File: src/rtl/input_debouncer_pkg.sv
// Shared types and defaults for the push-button / slide-switch debouncer.
package input_debouncer_pkg;

  // Per-bit filter state: settled, or watching a candidate new level.
  typedef enum logic {DB_STABLE, DB_PENDING} db_state_t;

  // 10 ms at 50 MHz.
  localparam int DEFAULT_DEBOUNCE_CYCLES = 500000;

  // KEY[3:0] are active-low on the board; flipping them here makes every
  // bit active-high downstream.
  localparam logic [7:0] KEY_INVERT_MASK = 8'h0F;

endpackage

File: src/rtl/input_debouncer_debounce_bit.sv
// One input bit: two-flop synchroniser, stability counter and two-state
// acceptance FSM with registered level and one-cycle edge pulses.
module debounce_bit
  import input_debouncer_pkg::*;
#(
  parameter int DEBOUNCE_CYCLES = DEFAULT_DEBOUNCE_CYCLES
) (
  input  logic clk,
  input  logic reset_n,
  input  logic i_x,
  output logic o_level,
  output logic o_rise,
  output logic o_fall
);

  localparam int                   CNT_WIDTH = $clog2(DEBOUNCE_CYCLES);
  localparam logic [CNT_WIDTH-1:0] CNT_LAST  = CNT_WIDTH'(DEBOUNCE_CYCLES - 1);

  logic                 r_s1;
  logic                 r_s2;
  db_state_t            r_state;
  logic [CNT_WIDTH-1:0] r_cnt;
  logic                 r_level;
  logic                 r_rise;
  logic                 r_fall;

  // Two-flop synchroniser for the asynchronous pin; nothing sits between stages.
  always_ff @(posedge clk or negedge reset_n) begin
    if (!reset_n) begin
      r_s1 <= 1'b0;
      r_s2 <= 1'b0;
    end else begin
      r_s1 <= i_x;
      r_s2 <= r_s1;
    end
  end

  // Accept a new level only after it differs from the current one on
  // DEBOUNCE_CYCLES+1 consecutive edges; any return to the old level restarts.
  always_ff @(posedge clk or negedge reset_n) begin
    if (!reset_n) begin
      r_state <= DB_STABLE;
      r_cnt   <= '0;
      r_level <= 1'b0;
      r_rise  <= 1'b0;
      r_fall  <= 1'b0;
    end else begin
      r_rise <= 1'b0;
      r_fall <= 1'b0;
      case (r_state)
        DB_STABLE: begin
          if (r_s2 != r_level) begin
            r_state <= DB_PENDING;
            r_cnt   <= '0;
          end
        end
        DB_PENDING: begin
          if (r_s2 == r_level) begin
            // Glitch shorter than the window: drop it silently.
            r_state <= DB_STABLE;
            r_cnt   <= '0;
          end else if (r_cnt == CNT_LAST) begin
            // Exit happens at the last count, so the counter never wraps.
            r_level <= r_s2;
            r_rise  <= r_s2;
            r_fall  <= ~r_s2;
            r_state <= DB_STABLE;
            r_cnt   <= '0;
          end else begin
            r_cnt <= r_cnt + CNT_WIDTH'(1);
          end
        end
        default: begin
          r_state <= DB_STABLE;
          r_cnt   <= '0;
        end
      endcase
    end
  end

  assign o_level = r_level;
  assign o_rise  = r_rise;
  assign o_fall  = r_fall;

endmodule

File: src/rtl/input_debouncer.sv
// Per-bit synchroniser and debounce filter feeding the edge-capture PIO.
// Each bit is filtered independently; rise/fall pulses and a combined
// any_change strobe are provided for fabric-side consumers.
module input_debouncer
  import input_debouncer_pkg::*;
#(
  parameter int               WIDTH           = 8,
  parameter int               DEBOUNCE_CYCLES = DEFAULT_DEBOUNCE_CYCLES,
  parameter logic [WIDTH-1:0] INVERT_MASK     = WIDTH'(KEY_INVERT_MASK)
) (
  input  logic             clk,
  input  logic             reset_n,
  input  logic [WIDTH-1:0] raw_in,
  output logic [WIDTH-1:0] debounced_out,
  output logic [WIDTH-1:0] rise_pulse,
  output logic [WIDTH-1:0] fall_pulse,
  output logic             any_change
);

  logic [WIDTH-1:0] w_x;

  // Polarity correction happens before synchronisation so the filter only
  // ever sees active-high senses.
  assign w_x = raw_in ^ INVERT_MASK;

  for (genvar g = 0; g < WIDTH; g++) begin : g_bit
    debounce_bit #(
      .DEBOUNCE_CYCLES(DEBOUNCE_CYCLES)
    ) u_bit (
      .clk    (clk),
      .reset_n(reset_n),
      .i_x    (w_x[g]),
      .o_level(debounced_out[g]),
      .o_rise (rise_pulse[g]),
      .o_fall (fall_pulse[g])
    );
  end

  // Several bits accepting together still give a single-cycle strobe.
  assign any_change = |(rise_pulse | fall_pulse);

endmodule

File: config.mk
export PLATFORM = sky130hd
export DESIGN_NAME = input_debouncer
export DESIGN_NICKNAME = d
export VERILOG_FILES = /design/src/rtl/input_debouncer_pkg.sv /design/src/rtl/input_debouncer_debounce_bit.sv /design/src/rtl/input_debouncer.sv
export SDC_FILE = /design/constraint.sdc
export NUM_CORES = 1
export LEC_CHECK = 0
export BUFFER_PORTS_ARGS = -buffer_cell sky130_fd_sc_hd__buf_4
export CAP_MARGIN = 20
export CORE_MARGIN = 2
export CORE_UTILIZATION = 57
export DETAILED_ROUTE_END_ITERATION = 12
export HOLD_SLACK_MARGIN = 0.03
export PLACE_DENSITY_LB_ADDON = 0.05
export SYNTH_ARGS = -nofsm -noshare
export SYNTH_HDL_FRONTEND = slang
export SYNTH_SLANG_ARGS = --single-unit
File: constraint.sdc
create_clock -name clk -period 2.2 [get_ports clk]
set_clock_uncertainty 0.15 [all_clocks]
set_input_delay 0.11 -clock clk [delete_from_list [all_inputs] [get_ports clk]]
set_output_delay 0.11 -clock clk [all_outputs]
set_load 0.1 [all_outputs]
* Word level (Yosys, flattened, before mapping)
Cells that the tools add are included.
** Cells by class
- Bitwise operators :: 26
- Add/subtract/negate cells :: 8
- Reductions and logical operators :: 9
- Eq/ne operators :: 32
- Mux-type cells :: 112
** Operator list (number)
- two-way mux 19 bit :: 24
- case mux 19 bit (2 select lines) :: 8
- adder 19 x 1 -> 19 bit, second input constant :: 8
- == test 19 bit, second input constant :: 8
- two-way mux 1 bit :: 72
- NOT 1 bit :: 24
- AND reduction 3 bit :: 8
- inequality test 2 x 1 -> 1 bit, second input constant :: 8
- case mux 1 bit (2 select lines) :: 8
- == test 1 bit :: 8
- inequality test 1 bit :: 8
- OR 8 bit :: 1
- OR reduction 8 bit :: 1
- NOT 4 bit :: 1
** Storage, ports and cells
- Input port bits :: 10
- Register bits :: 200
- Output and inout bits :: 25
- Word-level logic and storage cells :: 243

* Depth between registers and ports, before layout
Gate-level depths: netlist of run 1.
- Depth after elaboration :: 4
- Depth in mapped cells :: 8
- Mapped depth without buffers :: 6

* Hierarchy
Synthesis of run 1 repeated with hierarchy kept, for this count alone.
** Unflattened totals
- Cell total of the unflattened synthesis :: 1126
- Area total of the unflattened synthesis :: 10525.1 um^2
** Modules (own cells, without submodules)
- debounce_bit (g_bit[0].u_bit ...) :: instances 7, seq. area each 625.6 um^2, area an instance 1311.3 um^2, cells each 140
- debounce_bit (g_bit[7].u_bit) :: instances 1, seq. area each 625.6 um^2, area an instance 1300.0 um^2, cells each 137
- input_debouncer :: instances 1, seq. area each 0.0 um^2, area an instance 46.3 um^2, cells each 9

* Least setup slack after synthesis of run 1
Ideal clock, no wire load.
- Path kind :: register to register
- Start :: register g_bit[7].u_bit.r_cnt[0]
- End :: register g_bit[7].u_bit.r_cnt[8]
- Data required time :: 1.925 ns
- Slack :: 0.108 ns
- Path buffers :: 1
- Data arrival time :: 1.817 ns
- Period minus slack after synthesis :: 2.092 ns
- Cell stages (with the launch flop) :: 8
- Setup time :: 0.125 ns
- Cells stage by stage :: dfrtp_1 -> ha_1 -> and4_1 -> nor4b_1 -> a21o_2 -> buf_6 -> o21ai_2 -> mux2_2
** On the way
- Word-level cells in the longest chain between the ends :: 4
- Elaborated cells between the ends (all ways) :: 5
- Those cells by class :: add/sub: 1; eq/ne: 1; mux: 3
** Ends and longest elaborated chain
- from (decl) :: RTL line input_debouncer_debounce_bit.sv:22 : logic [CNT_WIDTH-1:0] r_cnt;
- from (signal assigned) :: RTL line input_debouncer_debounce_bit.sv:70 : r_cnt <= r_cnt + CNT_WIDTH'(1);
- adder 19 x 1 -> 19 bit / == test 19 bit (equally long branches) :: RTL line input_debouncer_debounce_bit.sv:70, input_debouncer_debounce_bit.sv:62
- two-way mux 19 bit * :: RTL line input_debouncer_debounce_bit.sv:62 : end else if (r_cnt == CNT_LAST) begin
- two-way mux 19 bit * :: RTL line input_debouncer_debounce_bit.sv:58 : if (r_s2 == r_level) begin
- case mux 19 bit (2 select lines) * :: RTL line input_debouncer_debounce_bit.sv:50 : case (r_state)
Every way passes the cells marked *; elsewhere a longest branch is shown, timed or not.
A chain may end at the register's enable or synchronous reset.

* Final worst setup path of run 1
- Start :: register g_bit[7].u_bit.r_cnt[0]
- End :: register g_bit[7].u_bit.r_cnt[5]
The elaborated chain is that of the path after synthesis.

==> summary.md, run 1 <==
| Metric | Value |
|---|---|
| Outcome | `finished, final reports clean` |
| Syn_area_per_cell | `between 9 and 10 µm²` |
| Via count | `between 8000 and 9000` |
| Final number of hold-violating endpoints | `0` |
| Worst Path Buf+Inv | `1` |
| # diodes | `0` |
| Minimum setup slack among reg-to-reg paths | `110 ps` |
| Clock tree from TritonCTS | `done` |
| Signal arrival time at the worst endpoint | `2300 ps` |
| Multi-input combinational cell area | `about 0.0052 mm²` |
| Depth of the worst register-to-register path | `7` |
| Count of nets left with antenna violations after detail routing | `0` |
| CP Capture Point | `g_bit[7].u_bit.r_cnt[5]$_DFFE_PN0P_` |
| H-Tree Depth | `4` |
| Max cap viols | `0` |
| Clock-pin slew reported for the worst setup and hold paths after clock tree synthesis | `roughly 70 ps` |
| Final max-slew violation count | `0` |
| VDD IR-drop max | `~0.54 mV` |
| Largest delay share family, worst path | `simple AND/OR/NAND/NOR gates` |
| Skew-Pair Late Insertion Delay | `~440 ps` |
| Initial Util | `roughly three fifths` |
| Total half-perimeter wirelength after legalization and detailed placement | `between 15000 and 20000 µm` |
| Ys async rst share | `100%` |
| Antenna violations before repair | `0` |
| Static leakage power | `5.42 nW` |
| Drt initial violations | `roughly 560` |
| Synthesized cell area | `around 0.011 mm²` |
| Power density over cell area | `between 600 and 700 mW/mm²` |
| Number of global-route vias before repair | `8551` |
| Floorplan Core Area | `0.0181 mm²` |
| Share of the clock period used by the worst path | `between 90 and 100%` |
| Final wirelength | `~24000 µm` |
| Sequential cell area in the final layout | `0.00500 mm²` |
| TritonCTS buffer count | `17` |
| Maximum net fanout on the critical path | `6` |
| Fmax | `478 MHz` |
| Io pins | `35` |
| Number of warning messages in the yosys log | `0` |
| First-pass GRT wire length | `40400 µm` |
| Critical path, cell by cell | `ha_2 > and4_1 > nor4b_1 > buf_4 > a21o_4 > or3_2 > o21ai_0` |
| Overall power | `7.32 mW` |
| Signed area change from the synthesized netlist to the final layout | `14.5%` |
| Hold Path Class | `in2async` |
| Origin of the worst setup path | `g_bit[7].u_bit.r_cnt[0]$_DFFE_PN0P_` |
| Number of synthesized flops with an enable pin | `0` |
| Final count of negative-setup-slack endpoints | `0` |
| Largest net degree at the start of global routing | `64` |
| Share of post-route cells with drive strength above 1 | `~16%` |
| Cell at the root of the clock tree | `sky130_fd_sc_hd__clkbuf_16` |
| Worst setup path category | `reg2reg` |
| Chip width | `~140 µm` |
| Ys flop type | `sky130_fd_sc_hd__dfrtp_1` |
| Post-placement cell count | `approximately 1400` |
| Slowest CP cell | `sky130_fd_sc_hd__or3_2` |
| Number of inserted filler cells in the final layout | `1497` |
| Seq/Total Area, Yosys | `47.0%` |
| Number of clock sinks | `200` |
| Floorplan die height | `around 140 µm` |
| Number of logic stages on the critical path including buffering | `7` |
| Total track usage | `about a quarter` |
| Routed WL per cell | `approximately 16 µm` |
| Reg-to-Reg End | `g_bit[7].u_bit.r_cnt[5]$_DFFE_PN0P_` |
| Vias per std cell | `between 6 and 7` |
| Worst Setup Start Kind | `flop` |
| Count of buffers from port buffering | `34` |
| Fraction of the core area covered by cells at the end of the flow | `67.2%` |
| Measured slew at the worst slew-check pin | `just over 1000 ps` |
| Placer Congestion | `around 0.9` |
| Die footprint | `just under 0.02 mm²` |
| Number of remaining DRC errors | `0` |
| Minimum clock period after layout | `2090 ps` |
| Post-synthesis cell type count | `65` |
| DR pass1 iterations | `6` |
| Total number of nets in the final design | `1255` |
| Flop and latch count out of synthesis | `200` |
| Row count | `49` |
| Nets in the synthesized netlist | `between 1000 and 1500` |
| Reg-to-Reg Start | `g_bit[7].u_bit.r_cnt[0]$_DFFE_PN0P_` |
| Worst slew margin relative to its limit | `between 30% and 40%` |
| Pre-CTS worst setup slack | `7.02 ps` |
| Maximum buffer depth of the clock tree | `2` |
| Filler-free cell count of the finished design | `between 1000 and 1500` |
| Post-synthesis instance total | `about 1200` |
| Post-layout worst setup margin | `between 100 and 150 ps` |
| Required time at the worst-slack endpoint | `2400 ps` |
| Delay contributed by the slowest stage of the critical path | `440 ps` |
| Type of destination of the critical path | `flop` |
| Remaining global-route overflow | `0` |
==> state kept, by name, indices dropped and copies added (netlist names) <==
signal / cells
g_bit.u_bit.o_level: 8
g_bit.u_bit.o_rise: 8
g_bit.u_bit.r_s1: 8
g_bit.u_bit.o_fall: 8
g_bit.u_bit.r_s2: 8
g_bit.u_bit.r_cnt: 152
g_bit.u_bit.r_state: 8
==> power breakdown <==
| group | leakage, nW | internal [mW] | switching (mW) |
|---|---|---|---|
| Combinational | 2.41 | 0.162 | 0.282 |
| Sequential | 2.73 | 3.72 | 0.0466 |
| Clock | 0.284 | 1.74 | 1.37 |
| Total | 5.42 | 5.62 | 1.70 |
==> cell usage after synthesis (27+ instances only) <==
library cell | number | area (µm²)
sky130_fd_sc_hd__clkbuf_1 | 28 | 105
sky130_fd_sc_hd__dfrtp_1 | 200 | 5000
sky130_fd_sc_hd__nor3_1 | 35 | 175
sky130_fd_sc_hd__a21oi_1 | 49 | 245
sky130_fd_sc_hd__inv_1 | 40 | 150
sky130_fd_sc_hd__nor3b_1 | 27 | 203
sky130_fd_sc_hd__a21o_1 | 39 | 293
sky130_fd_sc_hd__nor2_1 | 52 | 195
sky130_fd_sc_hd__nand3_1 | 89 | 445
sky130_fd_sc_hd__o21ai_0 | 90 | 450
sky130_fd_sc_hd__nand2_1 | 116 | 435
sky130_fd_sc_hd__nor4_1 | 38 | 238
sky130_fd_sc_hd__nand4_1 | 47 | 294
==> cell families (layout without fill, tap and decap cells) <==
group,Yosys count,after routing,synth area share [%]
xor gates and xnor gates,13,13,1.07
adders and majority gates,8,8,0.940
buffers and inverters,109,198,4.98
and+or+nand+nor,554,554,28.8
AOI/OAI and AO/OA,256,257,15.2
muxes,20,20,2.05
DFF,200,200,47.0
==> layout by cell type (no fill, tap or decap), drive strengths merged, types with 14 or more instances in the layout <==
cell type | synthesis | routed
dfrtp | 200 | 200
nand2 | 116 | 116
buf | 39 | 116
o21ai | 94 | 94
nand3 | 89 | 89
nor2 | 52 | 52
a21oi | 50 | 50
nand4 | 47 | 47
inv | 40 | 42
a21o | 40 | 41
nor4 | 39 | 39
nor3 | 35 | 35
or3 | 28 | 28
nor3b | 27 | 27
and2 | 26 | 26
and3 | 25 | 25
clkbuf | 30 | 22
mux2 | 14 | 14
==> per-stage QoR <==
step                hold WS [ps]  TNS (ps)  instance area, µm²
global placement           -12.6         0               11400
global route                 117     -3.15               12200
CTS                         84.7         0               12100
floorplan                   -336         0               10600
finish                      74.8         0               12200
detailed placement         -10.1         0               11400
==> timing repair <==
action / 4_1_cts / 5_1_grt
gates resized for setup: 2 / 10
hold endpoints to repair: 208 / 0
setup buffers: 0 / 4
setup endpoints to repair: 5 / 48
hold buffers: 9 / 0
pin swaps: 0 / 2
cloned: 0 / 1
==> cell type report <==
cell class | instances | share of cell area [%]
Clock buffer | 21 | 3.78
Clock inverter | 11 | 0.996
Inverter | 40 | 1.23
Multi-Input combinational cell | 852 | 42.4
Sequential cell | 200 | 41.1
Tap cell | 229 | 2.35
Timing Repair Buffer | 126 | 8.20
==> worst reg2reg max path, stage by stage, from the launching register on <==
cell and delay [ps]:
sky130_fd_sc_hd__dfrtp_1 400, sky130_fd_sc_hd__ha_2 210, sky130_fd_sc_hd__and4_1 210, sky130_fd_sc_hd__nor4b_1 140, sky130_fd_sc_hd__buf_4 160, sky130_fd_sc_hd__a21o_4 220
sky130_fd_sc_hd__or3_2 440, sky130_fd_sc_hd__o21ai_0 80
==> per-layer routing <==
layer,GRT usage [%],up-vias,wire [µm]
met5,0,-,0
met4,5.63,0,208
met3,4.45,24,852
met2,40.6,166,11300
met1,34.3,4304,11200
li1,-,4437,-
==> worst min path at each step <==
| stage | endpoint | slack, ps |
|---|---|---|
| after floorplan | g_bit[0].u_bit.o_fall$_DFF_PN0_ | -340 |
| after global placement | g_bit[5].u_bit.r_cnt[6]$_DFFE_PN0P_ | -10 |
| after detailed placement | g_bit[5].u_bit.r_cnt[6]$_DFFE_PN0P_ | -10 |
| after CTS | g_bit[5].u_bit.r_cnt[8]$_DFFE_PN0P_ | 80 |
| after global routing | g_bit[5].u_bit.r_cnt[8]$_DFFE_PN0P_ | 120 |
| final | g_bit[5].u_bit.r_cnt[8]$_DFFE_PN0P_ | 70 |
Power figures use the tool's default switching activity.
==> run 2: changes to the inputs <==
--- a/config.mk
+++ b/config.mk
@@ -8,8 +8,9 @@
 export BUFFER_PORTS_ARGS = -buffer_cell sky130_fd_sc_hd__buf_4
 export CAP_MARGIN = 20
 export CORE_MARGIN = 2
-export CORE_UTILIZATION = 57
+export CORE_UTILIZATION = 60
 export DETAILED_ROUTE_END_ITERATION = 12
+export GPL_TIMING_DRIVEN = 0
 export HOLD_SLACK_MARGIN = 0.03
 export PLACE_DENSITY_LB_ADDON = 0.05
 export SYNTH_ARGS = -nofsm -noshare
==> constraint.sdc (replaced) <==
create_clock -name clk -period 2.4 [get_ports clk]
set_clock_uncertainty 0.15 [all_clocks]
set_input_delay 0.12 -clock clk [delete_from_list [all_inputs] [get_ports clk]]
set_output_delay 0.12 -clock clk [all_outputs]
set_load 0.1 [all_outputs]
==> summary.md, run 2 (synthesized netlist as in run 1, its figures left out) <==
| Metric | Value |
|---|---|
| Seq pwr share | `50.8% (was 51.5%)` |
| Final count of negative-setup-slack endpoints | `0 (unchanged)` |
| Pre-CTS worst setup slack | `16.2 ps (was 7.02 ps)` |
| Worst setup path category | `reg2reg (unchanged)` |
| Fmax | `428 MHz (was 478 MHz)` |
| Io pins | `35 (unchanged)` |
| Share of post-route cells with drive strength above 1 | `13.0% (was 15.5%)` |
| Minimum setup slack among reg-to-reg paths | `60 ps (was 110 ps)` |
| Combinational share of power | `5.6% (was 6.1%)` |
| Outcome | `finished, final reports clean (unchanged)` |
| Count of nets left with antenna violations after detail routing | `0 (unchanged)` |
| Initial Util | `61.5% (was 58.7%)` |
| Area after DPL | `0.0112 mm² (was 0.0114 mm²)` |
| Clock tree from TritonCTS | `done (unchanged)` |
| Setup repair after global routing missed its margin | `true` |
| Final number of hold-violating endpoints | `0 (unchanged)` |
| Chip width | `137 µm (was 141 µm)` |
| Signal arrival time at the worst endpoint | `2500 ps (was 2300 ps)` |
| Routed WL per cell | `15.6 µm (was 15.9 µm)` |
| First-pass GRT wire length | `39100 µm (was 40400 µm)` |
| Measured slew at the worst slew-check pin | `664 ps (was 1040 ps)` |
| Die footprint | `0.0188 mm² (was 0.0198 mm²)` |
| Count of buffers from port buffering | `34 (unchanged)` |
| Total half-perimeter wirelength after legalization and detailed placement | `15600 µm (was 16300 µm)` |
| Largest net degree at the start of global routing | `118 (was 64)` |
| Vias per std cell | `6.10 (was 6.04)` |
| Power density over cell area | `565 mW/mm² (was 600 mW/mm²)` |
| H-Tree Depth | `4 (unchanged)` |
| Post-placement cell count | `1420 (was 1433)` |
| Minimum clock period after layout | `2340 ps (was 2090 ps)` |
| Type of destination of the critical path | `flop (unchanged)` |
| Filler-free cell count of the finished design | `1467 (was 1479)` |
| Hold Path Class | `in2async (unchanged)` |
| Total track usage | `25.7% (was 24.6%)` |
| DR pass1 iterations | `5 (was 6)` |
| Floorplan Core Area | `0.0173 mm² (was 0.0181 mm²)` |
| Top library cells by usage in the layout, fill and taps aside | `200 x sky130_fd_sc_hd__dfrtp_1, 116 x sky130_fd_sc_hd__nand2_1, 90 x sky130_fd_sc_hd__o21ai_0, 89 x sky130_fd_sc_hd__nand3_1, 65 x sky130_fd_sc_hd__buf_4 (was 200 x sky130_fd_sc_hd__dfrtp_1, 116 x sky130_fd_sc_hd__nand2_1, 114 x sky130_fd_sc_hd__buf_4, 90 x sky130_fd_sc_hd__o21ai_0, 89 x sky130_fd_sc_hd__nand3_1)` |
| Remaining global-route overflow | `0 (unchanged)` |
| TritonCTS buffer count | `17 (unchanged)` |
| Power share of the clock group | `43.5% (was 42.4%)` |
| Static leakage power | `5.28 nW (was 5.42 nW)` |
| Overall power | `6.80 mW (was 7.32 mW)` |
| Clock-pin slew reported for the worst setup and hold paths after clock tree synthesis | `70 ps (about the same)` |
| Net Sw Frac | `24.6% (was 23.2%)` |
| Final max-slew violation count | `0 (unchanged)` |
| CP Capture Point | `g_bit[6].u_bit.r_cnt[14]$_DFFE_PN0P_ (was g_bit[7].u_bit.r_cnt[5]$_DFFE_PN0P_)` |
| Depth of the worst register-to-register path | `7 (unchanged)` |
| Reg-to-Reg Start | `g_bit[6].u_bit.r_cnt[5]$_DFFE_PN0P_ (was g_bit[7].u_bit.r_cnt[0]$_DFFE_PN0P_)` |
| Drt initial violations | `585 (was 556)` |
| Skew-Pair Late Insertion Delay | `440 ps (about the same)` |
| Final wirelength | `22900 µm (was 23500 µm)` |
| Maximum buffer depth of the clock tree | `2 (unchanged)` |
| Signed area change from the synthesized netlist to the final layout | `13.0% (was 14.5%)` |
| Maximum net fanout on the critical path | `9 (was 6)` |
| Highest layer used for signal routing | `met4 (unchanged)` |
| Share of the clock period used by the worst path | `97.3% (was 95.1%)` |
| Cell at the root of the clock tree | `sky130_fd_sc_hd__clkbuf_16 (unchanged)` |
| NetSw | `1.67 mW (was 1.70 mW)` |
| Cell-internal power | `5.13 mW (was 5.62 mW)` |
| Row count | `48 (was 49)` |
| Floorplan die height | `137 µm (was 141 µm)` |
| Met2 routed wirelength | `10900 µm (was 11300 µm)` |
| Number of clock sinks | `200 (unchanged)` |
| Routed metal-1 wire length | `10800 µm (was 11200 µm)` |
| Worst Setup Start Kind | `flop (unchanged)` |
| Worst slew margin relative to its limit | `55.6% (was 30.6%)` |
| Post-layout worst setup margin | `64.6 ps (was 108 ps)` |
| Biggest register | `g_bit.u_bit.r_cnt (unchanged)` |
| VDD IR-drop max | `0.520 mV (was 0.537 mV)` |
| Number of global-route vias before repair | `8233 (was 8551)` |
| Total met3 wirelength after detailed routing | `999 µm (was 852 µm)` |
| Placer Congestion | `0.861 (was 0.878)` |
| Layout Cell Area excl Fill | `0.0120 mm² (was 0.0122 mm²)` |
| Via count | `8945 (was 8931)` |
| Max cap viols | `0 (unchanged)` |
| Most common library cell in the layout ignoring fill and taps | `sky130_fd_sc_hd__dfrtp_1 (unchanged)` |
| Total number of nets in the final design | `1246 (was 1255)` |
| Reg-to-Reg End | `g_bit[6].u_bit.r_cnt[14]$_DFFE_PN0P_ (was g_bit[7].u_bit.r_cnt[5]$_DFFE_PN0P_)` |
| Required time at the worst-slack endpoint | `2570 ps (was 2400 ps)` |
| Max FFs per register | `152 (unchanged)` |
| Origin of the worst setup path | `g_bit[6].u_bit.r_cnt[5]$_DFFE_PN0P_ (was g_bit[7].u_bit.r_cnt[0]$_DFFE_PN0P_)` |
| Number of remaining DRC errors | `0 (unchanged)` |
| Antenna violations before repair | `1 (was 0)` |
==> run 2: how the worst min path moves through the flow <==
stage / start / endpoint
3_5_place_dp: reset_n / g_bit[5].u_bit.r_cnt[14]$_DFFE_PN0P_
4_1_cts: reset_n / g_bit[5].u_bit.r_cnt[14]$_DFFE_PN0P_
2_1_floorplan: reset_n / g_bit[0].u_bit.o_fall$_DFF_PN0_
6_report: reset_n / g_bit[5].u_bit.r_cnt[14]$_DFFE_PN0P_
5_1_grt: reset_n / g_bit[5].u_bit.r_cnt[14]$_DFFE_PN0P_
3_3_place_gp: raw_in[6] / g_bit[6].u_bit.r_s1$_DFF_PN0_
==> run 2: area by class of cell <==
cell class              instances  area (µm²)
well taps                     225         282
inverters                      40         150
clock inverters                15         184
clock buffers                  17         425
plain buffers                  68         378
fillers                      1363        5270
diodes                          1        2.50
multi-input cells             851        5180
repair buffers                 50         425
flip-flops and latches        200        5000
==> run 2: repair_timing <==
item                                   in CTS  in global routing
setup endpoints to repair                   3                 36
endpoints found under the hold margin      91                  0
gates resized for setup                     2                 12
setup buffers                               0                  6
hold buffers                                9                  0
pin swaps                                   0                  2
==> run 2: metrics by stage <==
| stage | hold slack [ps] | utilization, % | TNS (ps) |
|---|---|---|---|
| 3_3_place_gp | 80.3 | 64.6 | -55290 |
| 2_1_floorplan | -326 | - | 0 |
| 4_1_cts | 124 | 68.9 | 0 |
| 6_report | 79.8 | 69.5 | 0 |
| 3_5_place_dp | 0.511 | 64.8 | 0 |
| 5_1_grt | 165 | 69.5 | -52.8 |
==> run 2: routing by layer <==
metal  global-route usage (%)  vias to the layer above
met1                     35.8                     4314
li1                         -                     4408
met5                        0                        -
met4                     7.27                        0
met3                     4.97                       20
met2                     41.2                      203
==> run 2: critical path, stage by stage (launching register included) <==
cell and delay, ps:
sky130_fd_sc_hd__dfrtp_1 360, sky130_fd_sc_hd__clkbuf_1 170, sky130_fd_sc_hd__nor4b_1 360, sky130_fd_sc_hd__nand4_1 280, sky130_fd_sc_hd__o21a_1 240, sky130_fd_sc_hd__clkbuf_1 220, sky130_fd_sc_hd__and2_1 200, sky130_fd_sc_hd__mux2_2 250
==> run 2: power by group through the flow <==
| stage | clock network (mW) | registers (mW) | logic, mW |
|---|---|---|---|
| floorplan | 0 | 3.51 | 0.211 |
| finish | 2.96 | 3.46 | 0.383 |
| CTS | 3.03 | 3.45 | 0.379 |
| global placement | 0 | 3.52 | 0.350 |
| detailed placement | 0 | 3.52 | 0.363 |
| global route | 3.19 | 3.46 | 0.438 |
==> run 3: changes to the inputs <==
--- a/config.mk
+++ b/config.mk
@@ -8,7 +8,7 @@
 export BUFFER_PORTS_ARGS = -buffer_cell sky130_fd_sc_hd__buf_4
 export CAP_MARGIN = 20
 export CORE_MARGIN = 2
-export CORE_UTILIZATION = 60
+export CORE_UTILIZATION = 40
 export DETAILED_ROUTE_END_ITERATION = 12
 export GPL_TIMING_DRIVEN = 0
 export HOLD_SLACK_MARGIN = 0.03
==> summary.md, run 3 (synthesized netlist as in run 1, its figures left out) <==
| Metric | Value |
|---|---|
| Outcome | `finished, final reports clean (unchanged)` |
| Skew-Pair Late Insertion Delay | `430 ps (was 440 ps)` |
| Final count of negative-setup-slack endpoints | `0 (unchanged)` |
| Fmax | `436 MHz (was 428 MHz)` |
| Initial Util | `40.8% (was 61.5%)` |
| Remaining global-route overflow | `0 (unchanged)` |
| VDD IR-drop max | `0.376 mV (was 0.520 mV)` |
| TritonCTS buffer count | `17 (unchanged)` |
| Via count | `8785 (was 8945)` |
| Die footprint | `0.0279 mm² (was 0.0188 mm²)` |
| Top library cells by usage in the layout, fill and taps aside | `200 x sky130_fd_sc_hd__dfrtp_1, 116 x sky130_fd_sc_hd__nand2_1, 90 x sky130_fd_sc_hd__o21ai_0, 89 x sky130_fd_sc_hd__nand3_1, 67 x sky130_fd_sc_hd__buf_4 (was 200 x sky130_fd_sc_hd__dfrtp_1, 116 x sky130_fd_sc_hd__nand2_1, 90 x sky130_fd_sc_hd__o21ai_0, 89 x sky130_fd_sc_hd__nand3_1, 65 x sky130_fd_sc_hd__buf_4)` |
| Sum of negative setup slack | `0 ps (unchanged)` |
| Maximum net fanout on the critical path | `10 (was 9)` |
| Pre-CTS worst setup slack | `-17.2 ps (was 16.2 ps)` |
| Number of clock sinks | `200 (unchanged)` |
| Post-layout worst setup margin | `107 ps (was 64.6 ps)` |
| Final number of hold-violating endpoints | `0 (unchanged)` |
| Worst setup path category | `reg2reg (unchanged)` |
| Largest net degree at the start of global routing | `103 (was 118)` |
| Filler-free cell count of the finished design | `1575 (was 1467)` |
| Total number of nets in the final design | `1246 (unchanged)` |
| Count of nets left with antenna violations after detail routing | `0 (unchanged)` |
| Placer Congestion | `0.798 (was 0.861)` |
| Row count | `59 (was 48)` |
| DR pass1 iterations | `5 (unchanged)` |
| Count of buffers from port buffering | `34 (unchanged)` |
| Total track usage | `18.5% (was 25.7%)` |
| Share of the clock period used by the worst path | `95.6% (was 97.3%)` |
| Biggest register | `g_bit.u_bit.r_cnt (unchanged)` |
| Fraction of the core area covered by cells at the end of the flow | `46.7% (was 69.5%)` |
| Hold Path Class | `in2async (unchanged)` |
| Number of global-route vias before repair | `8479 (was 8233)` |
| # diodes | `0 (was 1)` |
| Type of destination of the critical path | `flop (unchanged)` |
| Cell at the root of the clock tree | `sky130_fd_sc_hd__clkbuf_16 (unchanged)` |
| Post-placement cell count | `1530 (was 1420)` |
| Required time at the worst-slack endpoint | `2570 ps (about the same)` |
| Max cap viols | `0 (unchanged)` |
| Final max-slew violation count | `0 (unchanged)` |
| Max FFs per register | `152 (unchanged)` |
| Clock-pin slew reported for the worst setup and hold paths after clock tree synthesis | `70 ps (about the same)` |
| Static leakage power | `5.25 nW (was 5.28 nW)` |
| Worst Setup Start Kind | `flop (unchanged)` |
| Vias per std cell | `5.58 (was 6.10)` |
| Measured slew at the worst slew-check pin | `770 ps (was 664 ps)` |
| Signed area change from the synthesized netlist to the final layout | `14.4% (was 13.0%)` |
| Most common library cell in the layout ignoring fill and taps | `sky130_fd_sc_hd__dfrtp_1 (unchanged)` |
| Total half-perimeter wirelength after legalization and detailed placement | `16600 µm (was 15600 µm)` |
| Antenna violations before repair | `0 (was 1)` |
| Worst slew margin relative to its limit | `48.7% (was 55.6%)` |
| Routed WL per cell | `15.7 µm (was 15.6 µm)` |
| Clock tree from TritonCTS | `done (unchanged)` |
| Minimum clock period after layout | `2290 ps (was 2340 ps)` |
| Floorplan die height | `167 µm (was 137 µm)` |
| Share of post-route cells with drive strength above 1 | `13.4% (was 13.0%)` |
| Final wirelength | `24700 µm (was 22900 µm)` |
| Drt initial violations | `435 (was 585)` |
| H-Tree Depth | `4 (unchanged)` |
| Io pins | `35 (unchanged)` |
| Floorplan Core Area | `0.0261 mm² (was 0.0173 mm²)` |
| First-pass GRT wire length | `43100 µm (was 39100 µm)` |
| Chip width | `167 µm (was 137 µm)` |
| Maximum buffer depth of the clock tree | `2 (unchanged)` |
| Signal arrival time at the worst endpoint | `2470 ps (was 2500 ps)` |
| Number of remaining DRC errors | `0 (unchanged)` |
| Power density over cell area | `551 mW/mm² (was 565 mW/mm²)` |
[run 3: where the power goes]
part           internal [mW]  switching [mW]  total [mW]
Sequential              3.41          0.0448        3.46
Combinational          0.130           0.261       0.391
Clock                   1.56            1.29        2.86
Total                   5.11            1.60        6.71
[run 3: final cells by class]
type / count / area (µm²)
multi-input cells: 851 / 5220
clock inverters: 10 / 121
clock buffers: 21 / 450
repair buffers: 52 / 440
plain buffers: 66 / 373
flip-flops and latches: 200 / 5000
fillers: 2505 / 13900
well taps: 335 / 419
inverters: 40 / 150
[run 3: per-layer routing]
layer  track usage, %  part of all wire, %  wire length [µm]
met5                0                    0                 0
met4             5.10                  1.4               355
met3             2.74                  2.2               554
met2             29.5                   47             11500
met1             26.3                   50             12300
[run 3: what timing repair did]
action	4_1_cts	5_1_grt
pin swaps	0	7
setup buffers	0	8
resized for setup	3	21
setup endpoints to repair	12	48
hold endpoints to repair	106	0
hold buffers	9	0
[run 3: metrics by stage]
stage	total power, mW	hold WS, ps	instance area [µm²]
2_1_floorplan	3.72	-326	10600
3_3_place_gp	3.88	79.8	11300
3_5_place_dp	3.89	81.2	11400
4_1_cts	6.81	161	12000
5_1_grt	7.01	179	12200
6_report	6.71	174	12200
[run 3: worst paths after layout]
path / slack, ps / cells after the start / from / endpoint
min: 170 / 2 / reset_n / g_bit[7].u_bit.r_cnt[17]$_DFFE_PN0P_
min in group clk: 190 / 2 / raw_in[4] / g_bit[4].u_bit.r_s1$_DFF_PN0_
max in group asynchronous: 940 / 3 / reset_n / g_bit[0].u_bit.r_cnt[9]$_DFFE_PN0P_
min reg2reg: 200 / 0 / g_bit[1].u_bit.r_s1$_DFF_PN0_ / g_bit[1].u_bit.r_s2$_DFF_PN0_
max reg2reg: 110 / 6 / g_bit[7].u_bit.r_cnt[5]$_DFFE_PN0P_ / g_bit[7].u_bit.r_cnt[8]$_DFFE_PN0P_
max: 110 / 6 / g_bit[7].u_bit.r_cnt[5]$_DFFE_PN0P_ / g_bit[7].u_bit.r_cnt[8]$_DFFE_PN0P_
[run 3: worst max-delay path, stage by stage, from the launching register on]
cell and delay (ps):
sky130_fd_sc_hd__dfrtp_1 450, sky130_fd_sc_hd__or4_4 570, sky130_fd_sc_hd__nor4_4 340, sky130_fd_sc_hd__a21o_2 220
sky130_fd_sc_hd__buf_6 140, sky130_fd_sc_hd__o21ai_2 60, sky130_fd_sc_hd__mux2_2 260
